`config.mk`:
```
export PLATFORM = sky130hd
export DESIGN_NAME = hci_input_conditioner
export DESIGN_NICKNAME = d
export VERILOG_FILES = /design/src/rtl/hci_input_conditioner.sv
export SDC_FILE = /design/constraint.sdc
export NUM_CORES = 1
export LEC_CHECK = 0
export CORE_UTILIZATION = 45
export CTS_BUF_LIST = sky130_fd_sc_hd__clkbuf_16
export CTS_CLUSTER_DIAMETER = 60
export DETAILED_ROUTE_END_ITERATION = 6
export GPL_TIMING_DRIVEN = 0
export HOLD_SLACK_MARGIN = 0.05
export PLACE_DENSITY = 0.63
export SKIP_CTS_REPAIR_TIMING = 1
export SYNTH_ARGS = -nofsm -noshare
export SYNTH_HDL_FRONTEND = slang
export SYNTH_SLANG_ARGS = --single-unit
```
`constraint.sdc`:
```
create_clock -name clk -period 3.75 [get_ports clk]
set_clock_uncertainty 0.15 [all_clocks]
set_input_delay 0.375 -clock clk [delete_from_list [all_inputs] [get_ports clk]]
set_output_delay 0.375 -clock clk [all_outputs]
set_load 0.01 [all_outputs]
```
`src/rtl/hci_input_conditioner.sv`:
```
// Multi-channel HCI input conditioner: synchroniser, stable-count debouncer,
// registered edge pulses and optional per-channel auto-repeat.
module hci_input_conditioner #(
  parameter int       NUM_CH          = 5,
  parameter int       SYNC_STAGES     = 2,
  parameter int       DEBOUNCE_CYCLES = 1000000,
  parameter int       REPEAT_DELAY    = 50000000,
  parameter int       REPEAT_RATE     = 10000000,
  parameter logic     RESET_LEVEL     = 1'b0
) (
  input  logic              clk,
  input  logic              reset_,
  input  logic [NUM_CH-1:0] raw_in,
  input  logic [NUM_CH-1:0] repeat_en,
  output logic [NUM_CH-1:0] level,
  output logic [NUM_CH-1:0] rise,
  output logic [NUM_CH-1:0] fall,
  output logic [NUM_CH-1:0] press,
  output logic              any_press
);

  localparam int DW   = $clog2(DEBOUNCE_CYCLES + 1);
  localparam int RMAX = (REPEAT_DELAY > REPEAT_RATE) ? REPEAT_DELAY : REPEAT_RATE;
  localparam int RW   = $clog2(RMAX + 1);

  typedef enum logic [1:0] {
    IDLE,
    DELAY,
    RPT
  } rpt_state_e;

  logic [NUM_CH-1:0] r_sync [SYNC_STAGES];

  // NOTE: the synchroniser array is small and must start at a known level,
  // so every stage is reset, unlike a storage RAM which would be left unreset.
  always_ff @(posedge clk or negedge reset_) begin
    if (!reset_) begin
      for (int i = 0; i < SYNC_STAGES; i++) r_sync[i] <= {NUM_CH{RESET_LEVEL}};
    end else begin
      r_sync[0] <= raw_in;
      for (int i = 1; i < SYNC_STAGES; i++) r_sync[i] <= r_sync[i-1];
    end
  end

  for (genvar c = 0; c < NUM_CH; c++) begin : g_ch
    logic          w_s;
    logic          w_accept;
    logic          w_rise_evt;
    logic          w_fall_evt;
    logic [DW-1:0] r_db_cnt;
    logic          r_level;
    logic          r_rise;
    logic          r_fall;
    logic          r_press;
    rpt_state_e    r_state;
    rpt_state_e    w_state_nxt;
    logic [RW-1:0] r_rcnt;
    logic [RW-1:0] w_rcnt_nxt;
    logic          w_rpt_pulse;

    assign w_s        = r_sync[SYNC_STAGES-1][c];
    assign w_accept   = (w_s != r_level) && (r_db_cnt == DW'(DEBOUNCE_CYCLES - 1));
    assign w_rise_evt = w_accept & w_s;
    assign w_fall_evt = w_accept & ~w_s;

    // NOTE: sequential state uses non-blocking assignments so every flop
    // samples the pre-edge values, independent of statement order.
    always_ff @(posedge clk or negedge reset_) begin
      if (!reset_) begin
        r_level  <= RESET_LEVEL;
        r_db_cnt <= '0;
        r_rise   <= 1'b0;
        r_fall   <= 1'b0;
        r_press  <= 1'b0;
      end else begin
        r_rise  <= w_rise_evt;
        r_fall  <= w_fall_evt;
        r_press <= w_rise_evt | w_rpt_pulse;
        if (w_s == r_level) begin
          r_db_cnt <= '0;
        end else if (w_accept) begin
          r_level  <= w_s;
          r_db_cnt <= '0;
        end else begin
          r_db_cnt <= r_db_cnt + 1'b1;
        end
      end
    end

    always_ff @(posedge clk or negedge reset_) begin
      if (!reset_) begin
        r_state <= IDLE;
        r_rcnt  <= '0;
      end else begin
        r_state <= w_state_nxt;
        r_rcnt  <= w_rcnt_nxt;
      end
    end

    // NOTE: every output of this block gets a default first so no path
    // leaves a signal unassigned and no latch is inferred.
    always_comb begin
      w_state_nxt = r_state;
      w_rcnt_nxt  = r_rcnt;
      w_rpt_pulse = 1'b0;
      case (r_state)
        IDLE: begin
          if (w_rise_evt && repeat_en[c]) begin
            w_state_nxt = DELAY;
            w_rcnt_nxt  = '0;
          end
        end
        DELAY, RPT: begin
          // Exit wins over a pulse due on the same edge.
          if (w_fall_evt || !repeat_en[c]) begin
            w_state_nxt = IDLE;
            w_rcnt_nxt  = '0;
          end else if (r_rcnt == ((r_state == DELAY) ? RW'(REPEAT_DELAY - 1)
                                                     : RW'(REPEAT_RATE - 1))) begin
            w_rpt_pulse = 1'b1;
            w_state_nxt = RPT;
            w_rcnt_nxt  = '0;
          end else begin
            w_rcnt_nxt  = r_rcnt + 1'b1;
          end
        end
        default: begin
          w_state_nxt = IDLE;
          w_rcnt_nxt  = '0;
        end
      endcase
    end

    assign level[c] = r_level;
    assign rise[c]  = r_rise;
    assign fall[c]  = r_fall;
    assign press[c] = r_press;
  end

  assign any_press = |press;

endmodule

```
# --- Yosys cells after proc, flatten, opt, wreduce, memory -nomap -nowiden ---
# Index checks and enable logic that the tools add are counted.
word_totals:
  out_inout_bits: 21
  ff_bits: 270
op_classes:
  n_bitwise: 25
  n_addsub: 10
  muxes: 70
  eq_ne: 40
  reduce_logical: 41
op_table:
  columns: ["cell", "count"]
  rows:
  - ["$mux W26", 20]
  - ["$pmux W26 S2", 5]
  - ["$mux W20", 10]
  - ["$add A26 B1 Y26 const B", 5]
  - ["$eq A26 B26 Y1", 5]
  - ["$add A20 B1 Y20 const B", 5]
  - ["$eq A20 B20 Y1 const B", 5]
  - ["$mux W2", 15]
  - ["$pmux W2 S2", 5]
  - ["$reduce_and A2 Y1", 10]
  - ["$mux W1", 15]
  - ["$ne A3 B3 Y1 const B", 5]
  - ["$and A1 B1 Y1", 10]
  - ["$eq A2 B1 Y1 const B", 5]
  - ["$eq A2 B2 Y1 const B", 5]
  - ["$logic_and A1 B1 Y1", 10]
  - ["$logic_not A2 Y1", 5]
  - ["$ne A2 B2 Y1 const B", 5]
  - ["$not A1 Y1", 10]
  - ["$reduce_or A2 Y1", 5]
  - ["$eq A1 B1 Y1", 5]
  - ["$logic_not A1 Y1", 5]
  - ["$logic_or A1 B1 Y1", 5]
  - ["$ne A1 B1 Y1", 5]
  - ["other kinds (2)", 6]

# --- Depth between registers and ports, before layout ---
depth:
  word_depth: 7
  mapped_depth: 10
  mapped_depth_nobuf: 7

# --- Least setup slack after synthesis ---
# No wires, ideal clock.
synth_timing:
  kind: "flip-flop to flip-flop"
  startpoint: "register g_ch[4].r_db_cnt[8]"
  endpoint: "register g_ch[4].r_rcnt[13]"
  stages_incl_launch_ff: 7
  path_buffers: 1
  path_slack_ps: 841
  setup_time_ps: 77
  t_arrival_ps: 2681
  cell_sequence: "dfrtp_1 > or4b_1 > or4_1 > o41a_1 > buf_2 > or4_1 > a21oi_1"
synth_via:
  elab_chain_len: 6
  elab_cells_between_ends: 9
  classes_between: "eq/ne: 2; mux: 2; bitwise: 2; reduce/logical: 3"
synth_lines:
  columns: ["element", "line_no", "rtl"]
  rows:
  - ["start: declaration", "50", "logic [DW-1:0] r_db_cnt;"]
  - ["start signal: assignment", "85", "r_db_cnt <= r_db_cnt + 1'b1;"]
  - ["$eq A20 B20 Y1 *", "62", "assign w_accept = (w_s != r_level) && (r_db_cnt == DW'(DEBOUNCE_CYCLES - 1));"]
  - ["$logic_and A1 B1 Y1 *", "62", null]
  - ["$and A1 B1 Y1", "64", "assign w_fall_evt = w_accept & ~w_s;"]
  - ["$logic_or A1 B1 Y1", "115", "if (w_fall_evt || !repeat_en[c]) begin"]
  - ["$mux W26", "115", null]
  - ["$pmux W26 S2", "106", "case (r_state)"]
  - ["end signal: assignment", "96", "r_rcnt <= w_rcnt_nxt;"]
  - ["end: declaration", "57", "logic [RW-1:0] r_rcnt;"]
# Every way passes the cells marked *; elsewhere a longest branch is shown, timed or not.
# A chain may end at the register's enable or synchronous reset.

# --- Final worst setup path ---
layout_timing:
  startpoint: "register g_ch[3].r_rcnt[0]"
  endpoint: "register g_ch[3].r_rcnt[15]"
layout_via:
  elab_chain_len: 4
  elab_cells_between_ends: 5
  classes_between: "add/sub: 1; eq/ne: 1; mux: 3"
layout_lines:
  columns: ["element", "line_no", "rtl"]
  rows:
  - ["start: declaration", "57", null]
  - ["start signal: assignment", "96", null]
  - ["$add A26 B1 Y26 or $eq A26 B26 Y1 (tied branches)", "124, 118", null]
  - ["$mux W26 *", "118", "end else if (r_rcnt == ((r_state == DELAY) ? RW'(REPEAT_DELAY - 1)"]
  - ["$mux W26 *", "115", null]
  - ["$pmux W26 S2 *", "106", null]
# Marks and branches as above.

==> metrics.md <==
| Metric | Value |
|---|---|
| Largest net degree at the start of global routing | `122` |
| Slew at the pin closest to its max-slew limit | `1.321 ns` |
| Placer Congestion | `0.8765` |
| Top-area cell type share of the netlist area | `45.39%` |
| IO Count | `33` |
| Deepest clock path buffer count | `3` |
| P&R area growth vs syn | `13.89%` |
| N_diodes | `0` |
| Area of the die | `33810 sq um` |
| Reg power frac | `45.2%` |
| Switching share of power | `23.45%` |
| Power Dens Cells | `389.0 nW/um^2` |
| Via density | `5.839` |
| Pint | `5.049 mW` |
| HPWL Detailed | `23130 um` |
| Layout Nets | `1725` |
| Iter 0 DRT Violations | `1033` |
| CTS tree | `built` |
| Cell count after synthesis | `1615` |
| CTS buffer count | `35` |
| Slew HR | `11.76%` |
| CP arrival | `3.72 ns` |
| Synthesis Warnings | `0` |
| Max FO, Critical Path | `10` |
| Clock Latency Late Sink | `0.50 ns` |
| Share of cells above drive strength 1 | `7.064%` |
| Number of global-route vias before repair | `11856` |
| EDFF count, synth | `0` |
| Clock power frac | `48.9%` |
| Period utilisation layout | `93.10%` |
| Setup repair after global routing missed its margin | `no` |
| Final Util | `52.11%` |
| GRT overflow | `0` |
| Routed vias | `12584` |
| CP endpoint kind | `flip-flop` |
| Count of final hold-check violations | `0` |
| DR DRC count | `0` |
| Final ANT Viol Nets | `0` |
| Post-synth top cells | `dfrtp_1 (270), nor2_1 (177), nand2_1 (128)` |
| # port buffers | `32` |
| Most common cell in the synthesized netlist | `dfrtp_1` |
| Top post-synthesis cells by area | `dfrtp_1 (45%), nor2_1 (4.5%), nand4_1 (3.7%)` |
| FP Rows | `66` |
| Worst hold-check path type | `input pin to flip-flop` |
| FFs w/ async S/R, synth | `100.0%` |
| Final setup violation count | `0` |
| Total GRT Usage | `20.86%` |
| Max_cap viols | `0` |
| Post-synthesis sequential area ratio | `45.39%` |
| Root buf cell | `clkbuf_16` |
| WS Path Type | `flip-flop to flip-flop` |
| Worst EP required | `3.97 ns` |
| Synth cell types | `69` |
| Clock transition at the registers of the reported paths | `0.06 ns` |
| Flops & latches, synth | `270` |
| Routed wire length | `34270 um` |
| Clock Sinks | `270` |
| Htree depth | `2` |
| Core area | `32540 sq um` |
| Type of element launching the critical path | `flip-flop` |
| Peak supply drop | `0.0003124 V` |
| Fmax | `286.4 MHz` |
| Sw power | `1.547 mW` |
| Static Leak | `6.742 nW` |
| Reg2reg setup slack | `0.26 ns` |
| Fin. max-slew vios | `0` |
| Post-synth net total | `1653` |
| Initial antenna violation count | `0` |
| Status | `completed` |
| Routed len/inst | `15.90 um` |
| Die Ht | `183.9 um` |
| Initial Util | `45.75%` |
| Gate power share | `6.0%` |
| Tot Pwr | `6.595 mW` |
| Synthesized area per cell | `9.218 sq um` |
| Ys flop type | `dfrtp_1` |
| Chip Width | `183.9 um` |
| Tmin final | `3.491 ns` |
| Area of the mapped netlist | `14890 sq um` |
| Largest area contributor in the netlist | `dfrtp_1` |
| First-pass GRT wire length | `58730 um` |
| Drt pass-1 iters | `5` |
[layer usage]
metal  share of wire, %  vias to the layer above  track usage (%)  wire length [um]
li1                   -                     6125                -                 -
met1                 47                     6127            29.58             16190
met2                 47                      285            33.50             16010
met3                4.0                       47            2.516              1385
met4                2.0                        0            5.900               685
met5                  0                        -                0                 0
[cells by family after synthesis]
family / Yosys count / synth area share (%)
flops: 270 / 45.39
buf+inv: 155 / 4.480
fa+ha+maj: 26 / 2.185
xor+xnor: 90 / 5.295
compound gates: 294 / 14.67
mux: 10 / 0.7313
simple gates: 770 / 27.26
[worst max-delay path, stage by stage (launching register included)]
cell	delay (ns)
dfrtp_1	0.40
ha_1	0.20
and3_1	0.16
clkbuf_1	0.24
nand2_1	0.14
a2111oi_2	1.16
clkbuf_1	0.52
nor3_1	0.10
a221o_1	0.28
[through the flow]
stage	setup TNS [ns]	setup WS, ns	instance area (sq um)	std cells	hold slack [ns]
after CTS	0	0.2593	16940	2154	-0.2933
after global placement	-2646.70	-9.846	15760	2089	0.1814
after floorplan	0	0.8411	14890	1615	-0.07059
after detailed placement	0	0.2740	15820	2091	0.1858
after global routing	0	0.05602	16960	2155	0.1489
final	0	0.2588	16960	2155	0.1612
[cells in the final DEF (no fill, tap or decap), types with 34 or more instances in the layout]
cell type / count
nor2_1: 177
clkbuf_16: 37
a22o_1: 41
a21oi_1: 34
nand2_1: 128
nand3_1: 98
o31ai_1: 36
dfrtp_1: 270
o21ai_0: 43
nand4_1: 87
clkbuf_1: 64
inv_1: 61
xnor2_1: 60
nor3_1: 67
[sequential cells by signal, summed over array words and instances (netlist names)]
register and flops:
g_ch.r_db_cnt 100, g_ch.r_fall 5, g_ch.r_level 5, g_ch.r_press 5, g_ch.r_rcnt 130, g_ch.r_rise 5, g_ch.r_state 10, g_ch.w_s 5
r_sync 5
[path summary, 6_finish.rpt]
| check | depth (start not counted) | to | startpoint |
|---|---|---|---|
| setup / recovery | 8 | g_ch[3].r_rcnt[15]$_DFFE_PN0P_ | g_ch[3].r_rcnt[0]$_DFFE_PN0P_ |
| hold / removal | 1 | r_sync[8]$_DFF_PN0_ | raw_in[3] |
| setup reg to reg | 8 | g_ch[3].r_rcnt[15]$_DFFE_PN0P_ | g_ch[3].r_rcnt[0]$_DFFE_PN0P_ |
| hold reg to reg | 0 | g_ch[1].w_s$_DFF_PN0_ | r_sync[6]$_DFF_PN0_ |
| max in group asynchronous | 4 | g_ch[1].r_db_cnt[12]$_DFF_PN0_ | reset_ |
| min in group asynchronous | 2 | g_ch[2].r_rcnt[14]$_DFFE_PN0P_ | reset_ |
[power by group through the flow]
stage               Combinational, mW  Sequential, mW  Clock [mW]
finish                          0.393            2.98        3.22
global route                    0.448            2.98        3.44
CTS                             0.401            2.98        3.32
detailed placement              0.401            3.03           0
global placement                0.390            3.03           0
floorplan                       0.229            3.02           0
[layout make-up]
cell class	instances	area (sq um)
Sequential cell	270	6756
Clock inverter	26	192.7
Timing Repair Buffer	35	390.4
Buffer	98	452.9
Tap cell	442	553.0
Fill cell	3038	15580
Inverter	57	214.0
Clock buffer	37	925.9
Multi-Input combinational cell	1190	7470
(Power assumes the default switching activity.)
